<file path="config.mk">
export PLATFORM = sky130hd
export DESIGN_NAME = dma_rd_burst_sequencer
export DESIGN_NICKNAME = d
export VERILOG_FILES = /design/src/rtl/dma_seq_pkg.sv /design/src/rtl/dma_burst_calc.sv /design/src/rtl/dma_rd_burst_sequencer.sv
export SDC_FILE = /design/constraint.sdc
export NUM_CORES = 1
export LEC_CHECK = 0
export CAP_MARGIN = 0
export CELL_PAD_IN_SITES_DETAIL_PLACEMENT = 1
export CELL_PAD_IN_SITES_GLOBAL_PLACEMENT = 1
export CORE_MARGIN = 2
export CORE_UTILIZATION = 48
export DETAILED_ROUTE_END_ITERATION = 8
export DONT_BUFFER_PORTS = 1
export GPL_ROUTABILITY_DRIVEN = 0
export PLACE_DENSITY = 0.8
export SLEW_MARGIN = 10
export SYNTH_ARGS = -nofsm -noshare
export SYNTH_HDL_FRONTEND = slang
export SYNTH_SLANG_ARGS = --single-unit
</file>
<file path="constraint.sdc">
create_clock -name clk -period 6.7 [get_ports clk]
set_input_delay 0.335 -clock clk [delete_from_list [all_inputs] [get_ports clk]]
set_output_delay 0.335 -clock clk [all_outputs]
set_load 0.02 [all_outputs]
</file>
<file path="src/rtl/dma_seq_pkg.sv">
// Shared types and constants for the DMA read/write burst sequencers.
package dma_seq_pkg;

  localparam int DMA_ADDR_W     = 48;
  localparam int DMA_LEN_W      = 40;
  localparam int DMA_BYTE_WIDTH = 6;
  localparam int DMA_PAGE_BYTES = 4096;
  localparam int DMA_LINE_BYTES = 1 << DMA_BYTE_WIDTH;
  localparam int DMA_PAGE_LINES = DMA_PAGE_BYTES / DMA_LINE_BYTES;
  localparam int DMA_PAGE_W     = $clog2(DMA_PAGE_BYTES);

  // Encodings are exported on fsm_cs and decoded by dispatcher software.
  typedef enum logic [3:0] {
    ST_IDLE  = 4'd0,
    ST_CALC  = 4'd1,
    ST_ISSUE = 4'd2,
    ST_DRAIN = 4'd3,
    ST_DONE  = 4'd4
  } seq_state_e;

  // Layout of one entry in the DMA command queue.
  typedef struct packed {
    logic [DMA_ADDR_W-1:0] src;
    logic [DMA_ADDR_W-1:0] dst;
    logic [DMA_LEN_W-1:0]  len;
  } dma_cmd_t;

endpackage

</file>
<file path="src/rtl/dma_burst_calc.sv">
// Burst sizing: min(MAX_BURST, lines left in command, lines left in page).
module dma_burst_calc
  import dma_seq_pkg::*;
#(
  parameter int LINES_W    = DMA_LEN_W - DMA_BYTE_WIDTH,
  parameter int BYTE_WIDTH = DMA_BYTE_WIDTH,
  parameter int MAX_BURST  = 64,
  parameter int PAGE_BYTES = DMA_PAGE_BYTES,
  parameter int BURST_W    = $clog2(MAX_BURST) + 1,
  parameter int LIP_W      = $clog2(PAGE_BYTES) - BYTE_WIDTH
) (
  input  logic [LINES_W-1:0] lines_left,
  input  logic [LIP_W-1:0]   line_in_page,
  output logic [BURST_W-1:0] burst
);

  localparam int PAGE_LINES = PAGE_BYTES >> BYTE_WIDTH;

  logic [LINES_W-1:0] page_room;

  assign page_room = LINES_W'(PAGE_LINES) - LINES_W'(line_in_page);

  // Running minimum compared at full width; the result never exceeds MAX_BURST.
  always_comb begin
    burst = BURST_W'(MAX_BURST);
    if (page_room < LINES_W'(burst))  burst = page_room[BURST_W-1:0];
    if (lines_left < LINES_W'(burst)) burst = lines_left[BURST_W-1:0];
  end

endmodule

</file>
<file path="src/rtl/dma_rd_burst_sequencer.sv">
// Read-side DMA sequencer: splits one command into page-safe line bursts,
// throttles on outstanding-line credit and signals completion.
module dma_rd_burst_sequencer
  import dma_seq_pkg::*;
#(
  parameter int ADDR_WIDTH        = DMA_ADDR_W,
  parameter int XFER_LENGTH_WIDTH = DMA_LEN_W,
  parameter int BYTE_WIDTH        = DMA_BYTE_WIDTH,
  parameter int MAX_BURST         = 64,
  parameter int PAGE_BYTES        = DMA_PAGE_BYTES,
  parameter int MAX_OUTSTANDING   = 256
) (
  input  logic                         clk,
  input  logic                         reset,
  input  logic                         sclr,
  input  logic                         cmd_valid,
  output logic                         cmd_ready,
  input  logic [ADDR_WIDTH-1:0]        cmd_src,
  input  logic [ADDR_WIDTH-1:0]        cmd_dst,
  input  logic [XFER_LENGTH_WIDTH-1:0] cmd_len,
  output logic                         rd_req_valid,
  input  logic                         rd_req_ready,
  output logic [ADDR_WIDTH-1:0]        rd_req_addr,
  output logic [$clog2(MAX_BURST):0]   rd_req_burstcnt,
  input  logic                         rsp_valid,
  output logic [ADDR_WIDTH-1:0]        cur_dst,
  output logic                         busy,
  output logic                         irq,
  output logic                         irq_pulse,
  input  logic                         clear_irq,
  output logic                         err_unaligned,
  output logic                         err_rsp_overflow,
  output logic [3:0]                   fsm_cs,
  output logic [15:0]                  xfer_remaining
);

  localparam int BURST_W = $clog2(MAX_BURST) + 1;
  localparam int OUT_W   = $clog2(MAX_OUTSTANDING) + 1;
  localparam int LINES_W = XFER_LENGTH_WIDTH - BYTE_WIDTH;
  localparam int PAGE_W  = $clog2(PAGE_BYTES);

  seq_state_e          state, state_nxt;
  logic [ADDR_WIDTH-1:0] cur_addr;
  logic [LINES_W-1:0]  lines_left;
  logic [OUT_W-1:0]    outstanding;
  logic [BURST_W-1:0]  burst_q, burst_calc;
  logic                accept, issue, credit_ok, last_burst, rsp_ok;

  assign accept     = cmd_valid && cmd_ready;
  assign issue      = rd_req_valid && rd_req_ready;
  assign credit_ok  = ((OUT_W+1)'(outstanding) + (OUT_W+1)'(burst_q)) <= (OUT_W+1)'(MAX_OUTSTANDING);
  assign last_burst = (lines_left == LINES_W'(burst_q));
  assign rsp_ok     = rsp_valid && (outstanding != '0);

  dma_burst_calc #(
    .LINES_W    (LINES_W),
    .BYTE_WIDTH (BYTE_WIDTH),
    .MAX_BURST  (MAX_BURST),
    .PAGE_BYTES (PAGE_BYTES)
  ) u_burst_calc (
    .lines_left   (lines_left),
    .line_in_page (cur_addr[PAGE_W-1:BYTE_WIDTH]),
    .burst        (burst_calc)
  );

  // State register; sclr returns to IDLE ahead of any transition.
  always_ff @(posedge clk or posedge reset) begin
    if (reset)     state <= ST_IDLE;
    else if (sclr) state <= ST_IDLE;
    else           state <= state_nxt;
  end

  // Next-state and handshake decode.
  always_comb begin
    state_nxt    = state;
    cmd_ready    = 1'b0;
    rd_req_valid = 1'b0;
    irq_pulse    = 1'b0;
    unique case (state)
      ST_IDLE: begin
        cmd_ready = !sclr && !reset;
        if (cmd_valid && !sclr && !reset) state_nxt = ST_CALC;
      end
      ST_CALC:  state_nxt = (lines_left == '0) ? ST_DONE : ST_ISSUE;
      ST_ISSUE: begin
        rd_req_valid = credit_ok;
        if (credit_ok && rd_req_ready) state_nxt = last_burst ? ST_DRAIN : ST_CALC;
      end
      ST_DRAIN: if (outstanding == '0) state_nxt = ST_DONE;
      ST_DONE: begin
        irq_pulse = 1'b1;
        state_nxt = ST_IDLE;
      end
      default:  state_nxt = ST_IDLE;
    endcase
  end

  // Command latch, burst size capture and address/length advance per issued burst.
  always_ff @(posedge clk or posedge reset) begin
    if (reset) begin
      cur_addr   <= '0;
      cur_dst    <= '0;
      lines_left <= '0;
      burst_q    <= '0;
    end else if (sclr) begin
      cur_addr   <= '0;
      cur_dst    <= '0;
      lines_left <= '0;
      burst_q    <= '0;
    end else begin
      if (accept) begin
        cur_addr   <= {cmd_src[ADDR_WIDTH-1:BYTE_WIDTH], {BYTE_WIDTH{1'b0}}};
        cur_dst    <= cmd_dst;
        lines_left <= cmd_len[XFER_LENGTH_WIDTH-1:BYTE_WIDTH];
      end
      if (state == ST_CALC) burst_q <= burst_calc;
      if (issue) begin
        cur_addr   <= cur_addr + (ADDR_WIDTH'(burst_q) << BYTE_WIDTH);
        lines_left <= lines_left - LINES_W'(burst_q);
      end
    end
  end

  // Outstanding-line credit; a response with nothing outstanding is dropped.
  always_ff @(posedge clk or posedge reset) begin
    if (reset)     outstanding <= '0;
    else if (sclr) outstanding <= '0;
    else           outstanding <= outstanding + (issue ? OUT_W'(burst_q) : '0) - OUT_W'(rsp_ok);
  end

  // Sticky completion and error flags; a completion beats a same-cycle clear.
  always_ff @(posedge clk or posedge reset) begin
    if (reset) begin
      irq              <= 1'b0;
      err_unaligned    <= 1'b0;
      err_rsp_overflow <= 1'b0;
    end else if (sclr) begin
      irq              <= 1'b0;
      err_unaligned    <= 1'b0;
      err_rsp_overflow <= 1'b0;
    end else begin
      if (irq_pulse)      irq <= 1'b1;
      else if (clear_irq) irq <= 1'b0;
      if (accept && ((|cmd_src[BYTE_WIDTH-1:0]) || (|cmd_len[BYTE_WIDTH-1:0])))
        err_unaligned <= 1'b1;
      if (rsp_valid && (outstanding == '0))
        err_rsp_overflow <= 1'b1;
    end
  end

  assign busy            = (state != ST_IDLE);
  assign fsm_cs          = state;
  assign rd_req_addr     = cur_addr;
  assign rd_req_burstcnt = burst_q;
  assign xfer_remaining  = (|lines_left[LINES_W-1:16]) ? 16'hFFFF : lines_left[15:0];

endmodule
</file>
==> run summary <==
Nature of the critical path endpoint = flop
Via count of the first global-routing pass = 9,895
Root Buffer = clkbuf_16
Layout cells sized above 1 = 6.83%
Gr ovfl total = 0
Die Wd = 149 um
Post-route ant nets = 0
Multi-input gate area = 0.00581 mm^2
Clock net sink count = 146
Final worst-path cycle share = 85.8%
PortBufs = 0
FMAX = 0.174 GHz
WL/cell = 24.7 um
Initial antenna violation count = 0
Fin Setup TNS = 0 ns
CP arrival = 6.06 ns
Die area = 0.0221 mm^2
CTS Buffer Depth = 2
DRT iter0 DRCs = 437
First-pass GRT wire length = 55,300 um
Max-slew violations = 0
Overall power = 3.22 mW
Cell area after synthesis = 0.0100 mm^2
Asr flop ratio synth = 100%
Pwr dens = 294 mW/mm^2
Worst Reg-to-Reg Cells = 19
Min-Delay Path Class = input pin to flop
# Post-CTS Setup Buffers = 0
RSZ-0062 raised after global routing = no
Yosys reg bits = 146
Slew @ Worst Pin = 1.21 ns
Clk_lat worst skew = 0.44 ns
Clock Pin Slew Worst Setup and Hold Paths = 0.07 ns
Post-synthesis sequential area ratio = 36.4%
Initial Utilization = 49.3%
Top Ports = 273
Chip Height = 149 um
Outcome = finished clean
Terminus of the critical flop-to-flop path = outstanding[8]
CTS tree = built
DR vias/cell = 6.58
Reg2Reg Launch Point = rd_req_burstcnt[0]
CTS HTree Levels = 4
Relative slew margins = 18.9%
Sequential standard cell area = 0.00365 mm^2
DRT Pass-1 Iters = 8
Critical path type = flop to flop
Max Cap Viol = 0
Synth cell types = 72
N_diodes = 0
Clock skew = 0.0184 ns
Cell count after synthesis = 1,161
Std-Cell Rows = 52
Area delta synth->final = 9.18%
Primary FF master, synth = dfrtp_1
# DRC = 0
VDD IR max = 0.160 mV
Pin count of the biggest net entering global routing = 81
Final setup violation count = 0
Yosys Warn Count = 0
Fin crit period = 5.75 ns
Worst EP required = 7.01 ns
Total GRT Usage = 31.9%
Via Count = 9,386
Pleak = 4.74 nW
Core ar. = 0.0204 mm^2
DP HPWL = 24,300 um
R2R Setup Slk = 0.95 ns
TritonCTS Buffers = 17
Filler cells = 2,415
Avg Inst Size Synth = 8.65 um^2
Worst Setup SP = rd_req_burstcnt[0]
Critical Path Source Type = flop
Final hold violations = 0
Worst hold slack = 0.00963 ns
Crit path to = outstanding[8]
Number of flops mapped to enable cells by yosys = 0
Fin nets = 1,334
Post-Route WL = 35,200 um
Largest fanout on the critical path = 14
## power by group
group          switching [mW]  total, mW  leakage [nW]  internal, mW
combinational           0.707       1.12          2.48         0.408
clock                   0.446      0.950         0.278         0.504
sequential              0.184       1.15          1.98         0.971
total                    1.34       3.22          4.74          1.88
## placed cells by master, fill, tap and decap left out, types with 7 or more instances in the layout
cell | netlist | layout
nand2_1 | 138 | 137
o21ai_0 | 20 | 20
and3_1 | 15 | 15
o211ai_1 | 27 | 27
nor2_1 | 74 | 72
o2bb2ai_1 | 43 | 43
buf_4 | 7 | 16
dlygate4sd3_1 | 0 | 19
dfrtp_1 | 146 | 146
a22oi_1 | 31 | 31
conb_1 | 1 | 7
or2_2 | 14 | 14
a221o_1 | 7 | 7
nand4_1 | 14 | 14
a21o_1 | 9 | 9
o22ai_1 | 47 | 47
nand2b_1 | 9 | 9
nand3b_1 | 48 | 48
nor3_1 | 49 | 49
clkbuf_16 | 0 | 17
nand3_1 | 41 | 41
ha_1 | 44 | 44
inv_1 | 74 | 73
or3_1 | 10 | 10
mux2i_1 | 52 | 52
nor2b_1 | 13 | 13
nor4_1 | 19 | 19
xnor2_1 | 14 | 14
a21oi_1 | 23 | 23
## area by class of cell
class	count	area share [%]
clock buffer	18	4.00
clock inverter	14	1.21
inverter	74	2.58
multi-input combinational	869	53.0
sequential	146	33.3
tap	270	3.08
timing repair buffer	35	2.83
## worst max-delay path, cell delays in order (launching register included)
cell      delay (ns)
dfrtp_1         0.56
ha_1            0.34
fa_1            0.43
a21o_1          0.24
a221oi_1        0.32
xnor2_1         0.15
or4_1           0.82
a21oi_4         0.32
nand2_1         0.09
ha_1            0.31
inv_1           0.04
ha_1            0.20
fa_1            0.41
a21o_1          0.17
a21oi_1         0.24
o21bai_1        0.10
a21oi_1         0.25
o21bai_1        0.13
a21oi_1         0.17
mux2_2          0.35
## metrics by stage
stage / std cells / cell area (um^2) / worst slack (ns) / util [%]
finish: 1426 / 11000 / 0.952 / 53.9
CTS: 1426 / 11000 / 0.967 / 53.9
floorplan: 1167 / 10100 / 1.56 / -
global placement: 1375 / 10200 / 1.24 / 50.1
global route: 1426 / 11000 / 0.688 / 53.9
detailed placement: 1375 / 10200 / 1.06 / 50.1
## cell families (layout without fill, tap and decap cells)
| logic type | after synthesis | in the layout | synth area share (%) |
|---|---|---|---|
| AO/OA/AOI/OAI | 273 | 273 | 20.2 |
| XOR/XNOR | 16 | 16 | 1.39 |
| adder cells (fa/ha/maj) | 48 | 48 | 6.28 |
| buffers and inverters | 152 | 141 | 6.29 |
| flip-flops | 146 | 146 | 36.4 |
| multiplexers | 55 | 55 | 5.52 |
| other | 1 | 7 | 0.0373 |
| AND/OR/NAND/NOR | 470 | 470 | 23.9 |
## cell usage after synthesis, types with 10 or more instances
cell type	n	share of area (%)
a21oi_1	23	1.1
nand3_1	41	2.0
o22ai_1	47	2.9
nand4_1	14	0.87
nor2_1	74	2.8
nand2_1	138	5.2
xnor2_1	14	1.2
dfrtp_1	146	36
nor2b_1	13	0.81
or2_2	14	0.87
o211ai_1	27	2.0
and3_1	15	0.93
or3_1	10	0.62
inv_1	74	2.8
buf_2	10	0.50
ha_1	44	5.5
a22oi_1	31	2.3
nand3b_1	48	3.6
nor3_1	49	2.4
o21ai_0	20	1.0
o2bb2ai_1	43	3.7
mux2i_1	52	5.2
nor4_1	19	1.2
clkbuf_1	52	1.9
## metal layers
layer / vias to the layer above / GRT usage, % / part of all wire (%)
li1: 4227 / - / -
met1: 4686 / 40.4 / 40
met2: 414 / 54.2 / 49
met3: 59 / 7.73 / 7.8
met4: 0 / 9.76 / 2.5
met5: - / 0 / 0
## worst min-delay path by stage
stage / slack, ns / depth (start not counted) / from / endpoint
6_report: 0.01 / 2 / cmd_dst[42] / cur_dst[42]
5_1_grt: 0.005 / 2 / cmd_dst[32] / cur_dst[32]
4_1_cts: 0.0003 / 2 / cmd_dst[41] / cur_dst[41]
3_5_place_dp: 0.40 / 1 / reset / rd_req_burstcnt[0]
3_3_place_gp: 0.39 / 1 / reset / rd_req_addr[7]
2_1_floorplan: 0.44 / 2 / cmd_dst[0] / cur_dst[0]
## state kept, by name, indices dropped and copies added (netlist names)
name and flops:
lines_left 34, fsm_cs 3, err_rsp_overflow 1, irq 1, cur_dst 48, rd_req_addr 42
rd_req_burstcnt 7, outstanding 9, err_unaligned 1
## timing repair
item | CTS | global route
endpoints found under the setup margin | 0 | 0
resized for setup | 0 | 0
endpoints found under the hold margin | 106 | 0
hold buffers | 19 | 0
Power figures use the tool's default switching activity.
